**config.mk**
```make
export PLATFORM = sky130hd
export DESIGN_NAME = sipo_deserializer
export DESIGN_NICKNAME = d
export VERILOG_FILES = /design/src/rtl/sipo_deserializer.sv
export SDC_FILE = /design/constraint.sdc
export NUM_CORES = 1
export LEC_CHECK = 0
export CAP_MARGIN = 20
export CORE_MARGIN = 4
export CORE_UTILIZATION = 63
export CTS_CLUSTER_DIAMETER = 100
export DETAILED_ROUTE_END_ITERATION = 7
export DONT_BUFFER_PORTS = 1
export GPL_ROUTABILITY_DRIVEN = 0
export PLACE_DENSITY = 0.81
export SYNTH_ARGS = -nofsm -noshare
export SYNTH_HDL_FRONTEND = slang
export SYNTH_SLANG_ARGS = --single-unit
```
**constraint.sdc**
```tcl
create_clock -name clk -period 2.4 [get_ports clk]
set_input_delay 0.48 -clock clk [delete_from_list [all_inputs] [get_ports clk]]
set_output_delay 0.48 -clock clk [all_outputs]
set_load 0.005 [all_outputs]
```
**src/rtl/sipo_deserializer.sv**
```systemverilog
// sipo_deserializer: strobed serial-in, parallel-out receiver with a registered valid/ready output stage and sticky overrun flag
module sipo_deserializer #(
  parameter int WIDTH     = 8,
  parameter bit MSB_FIRST = 1'b1,
  parameter int CW        = $clog2(WIDTH)
) (
  input  logic             clk,
  input  logic             rst_n,
  input  logic             clear,
  input  logic             serial_in,
  input  logic             in_valid,
  output logic [WIDTH-1:0] parallel_out,
  output logic             out_valid,
  input  logic             out_ready,
  output logic             overrun,
  output logic [CW-1:0]    bit_count
);
  typedef enum logic {IDLE, RECV} state_t;

  state_t           state, state_nx;
  logic [WIDTH-1:0] sreg, sreg_nx, shifted, pout_nx;
  logic [CW-1:0]    cnt_nx;
  logic             ov_nx, ovr_nx, last, free;

  assign shifted = MSB_FIRST ? {sreg[WIDTH-2:0], serial_in} : {serial_in, sreg[WIDTH-1:1]};
  assign last    = bit_count == CW'(WIDTH - 1);
  assign free    = !out_valid || out_ready;

  // next state: clear wins, otherwise each strobed bit shifts; the final bit loads the output stage or flags a drop
  always_comb begin
    state_nx = state;
    sreg_nx  = sreg;
    cnt_nx   = bit_count;
    pout_nx  = parallel_out;
    ov_nx    = out_valid && !out_ready;
    ovr_nx   = overrun;
    if (clear) begin
      state_nx = IDLE;
      sreg_nx  = '0;
      cnt_nx   = '0;
      ov_nx    = 1'b0;
      ovr_nx   = 1'b0;
    end else if (in_valid) begin
      sreg_nx = shifted;
      if (state == RECV && last) begin
        state_nx = IDLE;
        cnt_nx   = '0;
        pout_nx  = free ? shifted : parallel_out;
        ov_nx    = free ? 1'b1 : ov_nx;
        ovr_nx   = free ? overrun : 1'b1;
      end else begin
        state_nx = RECV;
        cnt_nx   = bit_count + 1'b1;
      end
    end
  end

  // state and output registers, cleared asynchronously
  always_ff @(posedge clk or negedge rst_n) begin
    if (!rst_n) begin
      state        <= IDLE;
      sreg         <= '0;
      bit_count    <= '0;
      parallel_out <= '0;
      out_valid    <= 1'b0;
      overrun      <= 1'b0;
    end else begin
      state        <= state_nx;
      sreg         <= sreg_nx;
      bit_count    <= cnt_nx;
      parallel_out <= pout_nx;
      out_valid    <= ov_nx;
      overrun      <= ovr_nx;
    end
  end
endmodule

```
# Yosys cells after proc, flatten, opt, wreduce, memory -nomap -nowiden
# Cells that the tools add are included.
[op_classes]
addsub = 1
eq_ne = 2
muxes = 16
bitwise_logic = 1
reduce_logical = 9
[ops]
columns = ["operator", "count"]
rows = [
  ["$mux W7", 2],
  ["$mux W1", 11],
  ["$mux W3", 3],
  ["$reduce_and A4 Y1", 1],
  ["$reduce_bool A2 Y1", 2],
  ["$add A3 B1 Y3 const B", 1],
  ["$eq A3 B3 Y1 const B", 1],
  ["$reduce_and A3 Y1", 1],
  ["$logic_and A1 B1 Y1", 2],
  ["$logic_not A1 Y1", 2],
  ["$ne A2 B2 Y1 const B", 1],
  ["$logic_or A1 B1 Y1", 1],
  ["$not A1 Y1", 1],
]
[totals]
regBits = 21
output_inout_bits = 13

# Longest topological paths before layout
# Gate-level depths: netlist of the first run.
[logic_depth]
ltp_word = 6
ltp_mapped = 5
ltp_nobuf = 5

# Worst setup path after synthesis of the first run
# Ideal clock, no wire load.
[synth_timing]
kind = "register to register"
from = "register bit_count[0]"
to = "register parallel_out[0]"
setup_ns = 0.125
arrival_time_ns = 1.571
required_ns = 2.275
path_slack_ns = 0.704
stages_incl_launch_ff = 6
path_buffers = 0
period_less_slack_ns = 1.696
path_cell_list = "dfrtp_1 ha_1 ha_1 nand2_1 nor4b_4 mux2_2"
[synth_between]
elab_chain_cells = 3
[synth_rtl]
columns = ["element", "line_no", "rtl"]
rows = [
  ["start: declaration", "16", "output logic [CW-1:0] bit_count"],
  ["start signal: assignment", "70", "bit_count <= cnt_nx;"],
  ["$eq A3 B3 Y1", "26", "assign last = bit_count == CW'(WIDTH - 1);"],
  ["$logic_and A1 B1 Y1", "45", "if (state == RECV && last) begin"],
  ["$reduce_and A4 Y1 (no line)", "n/a", ""],
  ["end signal: assignment", "71", "parallel_out <= pout_nx;"],
  ["end: declaration", "12", "output logic [WIDTH-1:0] parallel_out,"],
]
# Every way passes these cells.
# A chain may end at the register's enable or synchronous reset.

# Worst setup path after layout of the first run
[layout_timing]
from = "register bit_count[0]"
to = "register parallel_out[7]"
# Same word-level chain as after synthesis.

==> impl_results.md, run 1 <==
* Outcome: finished, final reports clean
* Max Cap Viol at 0
* Hold path cells at 1
* Slowest stage delay, CP at 0.50 ns
* Worst Max-Slew Pin Slew at 0.9018 ns
* CP Cell Sequence: ha_1 > ha_1 > nand2_1 > nor4b_4 > mux2_2
* # clock sinks at 21
* Aggregate global-route resource usage at 16.09%
* Gr ovfl total at 0
* Die area at 2036 um2
* Final Hold Fails at 0
* Die Ht at 45.13 um
* Initial drt markers at 8
* DR vias at 491
* Final Cycle Share at 77.24%
* Worst path top cell family by delay: simple AND/OR/NAND/NOR gates
* Filler instances at 89
* Worst r2r path cells at 5
* Initial core utilization at 66.73%
* Sequential fraction of the synthesis area at 60.52%
* Compound-Gate Fraction of Synth Area at 1.729%
* Final HPWL DP at 1011 um
* CP Max Fanout at 8
* Setup CP Type: flip-flop to flip-flop
* H-tree depth at 1
* Clock buffer depth at 2
* Worst Path Arrival at 2.05 ns
* Syn avg cell area at 13.36 um2
* Post-Syn Area at 868.3 um2
* Die width at 45.13 um
* Sum Neg Setup Slack at 0 ns
* # IOs at 19
* Gate count of the mapped netlist at 65
* Detail Route Antenna Nets at 0
* Max-slew headroom at 39.68%
* Rows at 13
* CTS clock-pin slew for the worst setup and hold paths at 0.10 ns
* Share of post-route cells with drive strength above 1 at 20.59%
* Synth Area in Adders at 2.882%
* Slowest-stage cell, CP: nor4b_4
* Worst Setup Start Kind: flip-flop
* Setup violators final at 0
* Max-slew violation count at 0
* Post-synthesis cell type count at 15
* Clk_skew at 0.002562 ns
* # diodes at 0
* Most frequent CP cell: ha_1
* Initial antenna violation count at 0
* Crit end category: flip-flop
* CTS tree: yes
* Critical Path Stages at 5
* Period minus WS final at 1.854 ns
* Vias in the first global route at 492
* Pleak at 0.0004640 uW
* First-pass GRT wire length at 2263 um
* Synth Area in Simple Gates at 13.11%
* Routed wire length at 1372 um
* DR pass1 iterations at 4
* Fmax at 0.5394 GHz
* Largest net degree at the start of global routing at 22
* Nets at 77
* Total CTS buffers at 3
* Mux share of post-synthesis cell area at 20.75%
* Avg WL per Cell at 16.53 um
* Multi-input gate area at 334.1 um2
* Core area at 1301 um2
* Largest family of logic cells by synthesized area: multiplexers
* RSZ-0062 raised after global routing: no
* Register area at 525.5 um2
* Port Buf Inserts at 0
* Count of state elements after synthesis at 21
* Root Buffer: clkbuf_4
* Clock Latency Late Sink at 0.30 ns
* Pwr/cell area at 603.1 nW/um2
* Worst endpoint required time at 2.59 ns
* Inst Count DP at 78
* Net Count, Synth at 73
* Synth warn at 0
* # resized after CTS at 0
* Worst Hold Class: primary input to flip-flop
* Vias per inst at 5.916
* IR drop worst, VDD at 0.3608 mV
* DR DRC count at 0
* Final Non-Filler Cells at 83
* Synth Area in XOR/XNOR at 0%
* CP bufs+invs at 0
* Area grow syn2layout at 5.331%
sequential cells by signal, summed over array words and instances (netlist names):
signal / flops
overrun: 1
parallel_out: 8
bit_count: 3
state: 1
out_valid: 1
sreg: 7
cell usage in the layout, fill, tap and decap left out:
cell,synthesis,routed
dfrtp_1,21,21
nor2_1,13,13
mux2i_1,9,9
mux2_2,8,8
a21oi_1,3,3
clkbuf_4,0,3
ha_1,2,2
and3_2,1,1
nor2b_4,1,1
nand2_1,1,1
nor4b_4,1,1
nand2b_1,1,1
nand3_1,1,1
nor3_1,1,1
clkbuf_1,1,1
dlygate4sd3_1,0,1
cell usage after synthesis, drive strengths merged:
cell,n,area [um2]
buf,1,5.000
a21oi,3,15.01
nor3,1,5.000
nand2,1,3.750
nor2,13,48.80
nand3,1,5.000
and3,1,7.510
mux2,8,90.09
dfrtp,21,525.5
clkbuf,1,3.750
ha,2,25.02
nor2b,1,13.76
nand2b,1,6.260
mux2i,9,90.09
nor4b,1,23.77
worst reg2reg max path: cells and delay by family, from the launching register on:
family / cells / cell delay, ns
flip-flops: 1 / 0.42
adder cells (fa/ha/maj): 2 / 0.34
multiplexers: 1 / 0.40
AND/OR/NAND/NOR: 2 / 0.60
path summary, 6_finish.rpt:
path,from,slack (ns),to
setup / recovery,bit_count[0],0.55,parallel_out[7]
hold / removal,clear,0.23,bit_count[2]
setup reg to reg,bit_count[0],0.55,parallel_out[7]
hold reg to reg,overrun,0.54,overrun
max in group asynchronous,rst_n,1.11,parallel_out[0]
min in group asynchronous,rst_n,0.74,bit_count[2]
power breakdown:
group          total, uW  internal [uW]  switching (uW)
Sequential           367            360            6.32
Clock                162           64.8            96.8
Combinational       23.3           11.4            11.9
Total                552            437             115
logic make-up after synthesis:
logic type / count (synthesis)
flip-flops: 21
AND/OR/NAND/NOR: 20
multiplexers: 17
AO/OA/AOI/OAI: 3
buffers and inverters: 2
adder cells (fa/ha/maj): 2
metrics by stage:
step                      hold slack (ns)  setup WS (ns)  instance area, um2  util [%]  power [uW]
after floorplan                    0.1844         0.7044               868.3         -       391.4
after global placement             0.1849         0.5564               878.3     67.50       388.6
after detailed placement           0.1849         0.5311               878.3     67.50       390.0
after CTS                          0.2111         0.5160               914.6     70.29       565.7
after global routing               0.2022         0.3635               914.6     70.29       577.1
final                              0.2252         0.5461               914.6     70.29       551.6
layer usage:
metal	routed length, um	global-route usage (%)	vias to the layer above
met2	654	24.58	16
met1	557	19.37	238
li1	-	-	230
met4	45	12.28	0
met3	115	3.984	7
met5	0	0	-
layout make-up:
class                           instances  share of cell area [%]
Multi-Input combinational cell         42                   36.53
Tap cell                               15                   2.052
Clock buffer                            4                   2.873
Sequential cell                        21                   57.46
Timing Repair Buffer                    1                   1.094
timing repair:
action	CTS	global route
endpoints found under the hold margin	21	0
hold buffers	1	0
buffers inserted	0	0
No activity file was read; power rests on OpenSTA's default activity.
==> run 2: changes to the inputs <==
CORE_UTILIZATION = 58   (was 63)
PLACE_DENSITY = 0.76   (was 0.81)
clock period = 1.8 ns   (was 2.4 ns; I/O delays follow)
==> impl_results.md, run 2 (synthesis gave the netlist of run 1 again) <==
* Outcome: finished, final reports clean
* Total CTS buffers at 3
* Aggregate global-route resource usage at 14.78%
* Share of post-route cells with drive strength above 1 at 25.71%
* Worst Path Arrival at 1.85 ns
* Final Cycle Share at 92.07%
* Die width at 46.69 um
* Clock buffer depth at 2
* Most common cell after layout, fill and taps aside: dfrtp_1
* Die Ht at 46.69 um
* Most frequent cells in the layout: dfrtp_1, nor2_1, mux2i_1
* Max-slew violation count at 0
* Initial drt markers at 4
* First-pass GRT wire length at 2145 um
* Worst Setup Start Kind: flip-flop
* Detail Route Antenna Nets at 0
* CP Max Fanout at 8
* Register area at 525.5 um2
* Port Buf Inserts at 0
* Setup CP Type: flip-flop to flip-flop
* Fin Hold WS at 0.1001 ns
* Vias in the first global route at 472
* Die area at 2180 um2
* Filler instances at 101
* Cell area after placement at 893.4 um2
* Global route hottest layer: met2
* Crit end category: flip-flop
* Largest register by flop count: parallel_out
* Worst Hold Class: primary input to flip-flop
* Slowest stage delay, CP at 0.40 ns
* Final HPWL DP at 900.7 um
* Setup violators final at 0
* Core area at 1350 um2
* Rows at 13
* Most frequent CP cell: ha_1
* Multi-input gate area at 336.6 um2
* Root Buffer: clkbuf_4
* Pleak at 0.0004789 uW
* Pwr/cell area at 794.1 nW/um2
* Area grow syn2layout at 7.925%
* Fmax at 0.6034 GHz
* Inst Count DP at 80
* CTS clock-pin slew for the worst setup and hold paths at 0.12 ns
* GR Layer Usage met2 at 20.60%
* Vias per inst at 5.800
* Clk_skew at 0.009220 ns
* # IOs at 19
* Slowest-stage cell, CP: dfrtp_1
* # clock sinks at 21
* Worst endpoint required time at 1.99 ns
* Number of flip-flops in the largest register at 8
* Worst Max-Slew Pin Slew at 0.8843 ns
* Final Non-Filler Cells at 85
* Met1 usage at 19.90%
* CP Cell Sequence: ha_1 > ha_1 > nand2_2 > nor4b_4 > buf_6 > mux2_2
* H-tree depth at 1
* Postcts setup bufs at 0
* Max-slew headroom at 40.85%
* IR drop worst, VDD at 0.6322 mV
* Initial antenna violation count at 0
* Largest regs: parallel_out (8), sreg (7), bit_count (3)
* Met3 usage at 3.906%
* Gr ovfl total at 0
* Routed wire length at 1274 um
* Max Cap Viol at 0
* Initial core utilization at 64.32%
* Period minus WS final at 1.657 ns
* Final Hold Fails at 0
* CTS tree: yes
* DR pass1 iterations at 2
* Clock Latency Late Sink at 0.30 ns
* Largest net degree at the start of global routing at 22
* DR vias at 493
* DR DRC count at 0
* # diodes at 0
* Avg WL per Cell at 14.99 um
* Design area at 937.1 um2
* Nets at 79
-- run 2: cell count changes in the layout (fill, tap and decap cells not counted), sizes merged --
cell    delta
clkbuf     -1
buf        +2
clkinv     +1
-- run 2: layout make-up --
class | count | area share (%)
flip-flops and latches | 21 | 56.07
multi-input cells | 42 | 35.91
repair buffers | 3 | 3.071
clock buffers | 3 | 2.403
well taps | 15 | 2.003
clock inverters | 1 | 0.5340
-- run 2: timing repair --
item,CTS,global route
endpoints found under the setup margin,0,8
endpoints found under the hold margin,21,0
gates resized for setup,0,2
hold buffers,1,0
-- run 2: per-stage QoR --
stage          setup TNS, ns  setup WS [ns]  util [%]  total power, uW
6_report                   0         0.1428     69.42            744.2
5_1_grt             -0.01445      -0.009610     69.42            780.6
4_1_cts                    0        0.08881     68.95            751.9
3_5_place_dp               0         0.1087     66.17            521.7
3_3_place_gp               0         0.1430     66.17            520.9
2_1_floorplan              0         0.1044         -            521.8
-- run 2: worst paths after layout --
kind / startpoint / end / slack, ns / cells past startpoint
min: clear / overrun / 0.10 / 1
max reg2reg: bit_count[1] / parallel_out[1] / 0.14 / 6
max in group asynchronous: rst_n / bit_count[1] / 0.64 / 1
max: bit_count[1] / parallel_out[1] / 0.14 / 6
min reg2reg: sreg[6] / parallel_out[7] / 0.52 / 1
min in group asynchronous: rst_n / overrun / 0.61 / 1
-- run 2: layer usage --
layer,share of wire (%),up-vias,routed length [um]
li1,-,234,-
met1,46,240,589
met2,43,15,547
met3,8.1,4,103
met4,2.6,0,33
met5,0,-,0
-- run 2: critical path: cells and delay by family (launching register included) --
family                     cells  cell delay, ns
muxes                          1            0.33
DFF                            1            0.40
and+or+nand+nor                2            0.30
adders and majority gates      2            0.34
buffers and inverters          1            0.17
-- run 2: power breakdown --
part           internal, uW  leakage (uW)  switching [uW]  total [uW]
clock                  82.8     0.0000177             139         222
sequential              481      0.000289            7.57         488
combinational          17.2      0.000172            16.6        33.8
total                   581      0.000479             164         744
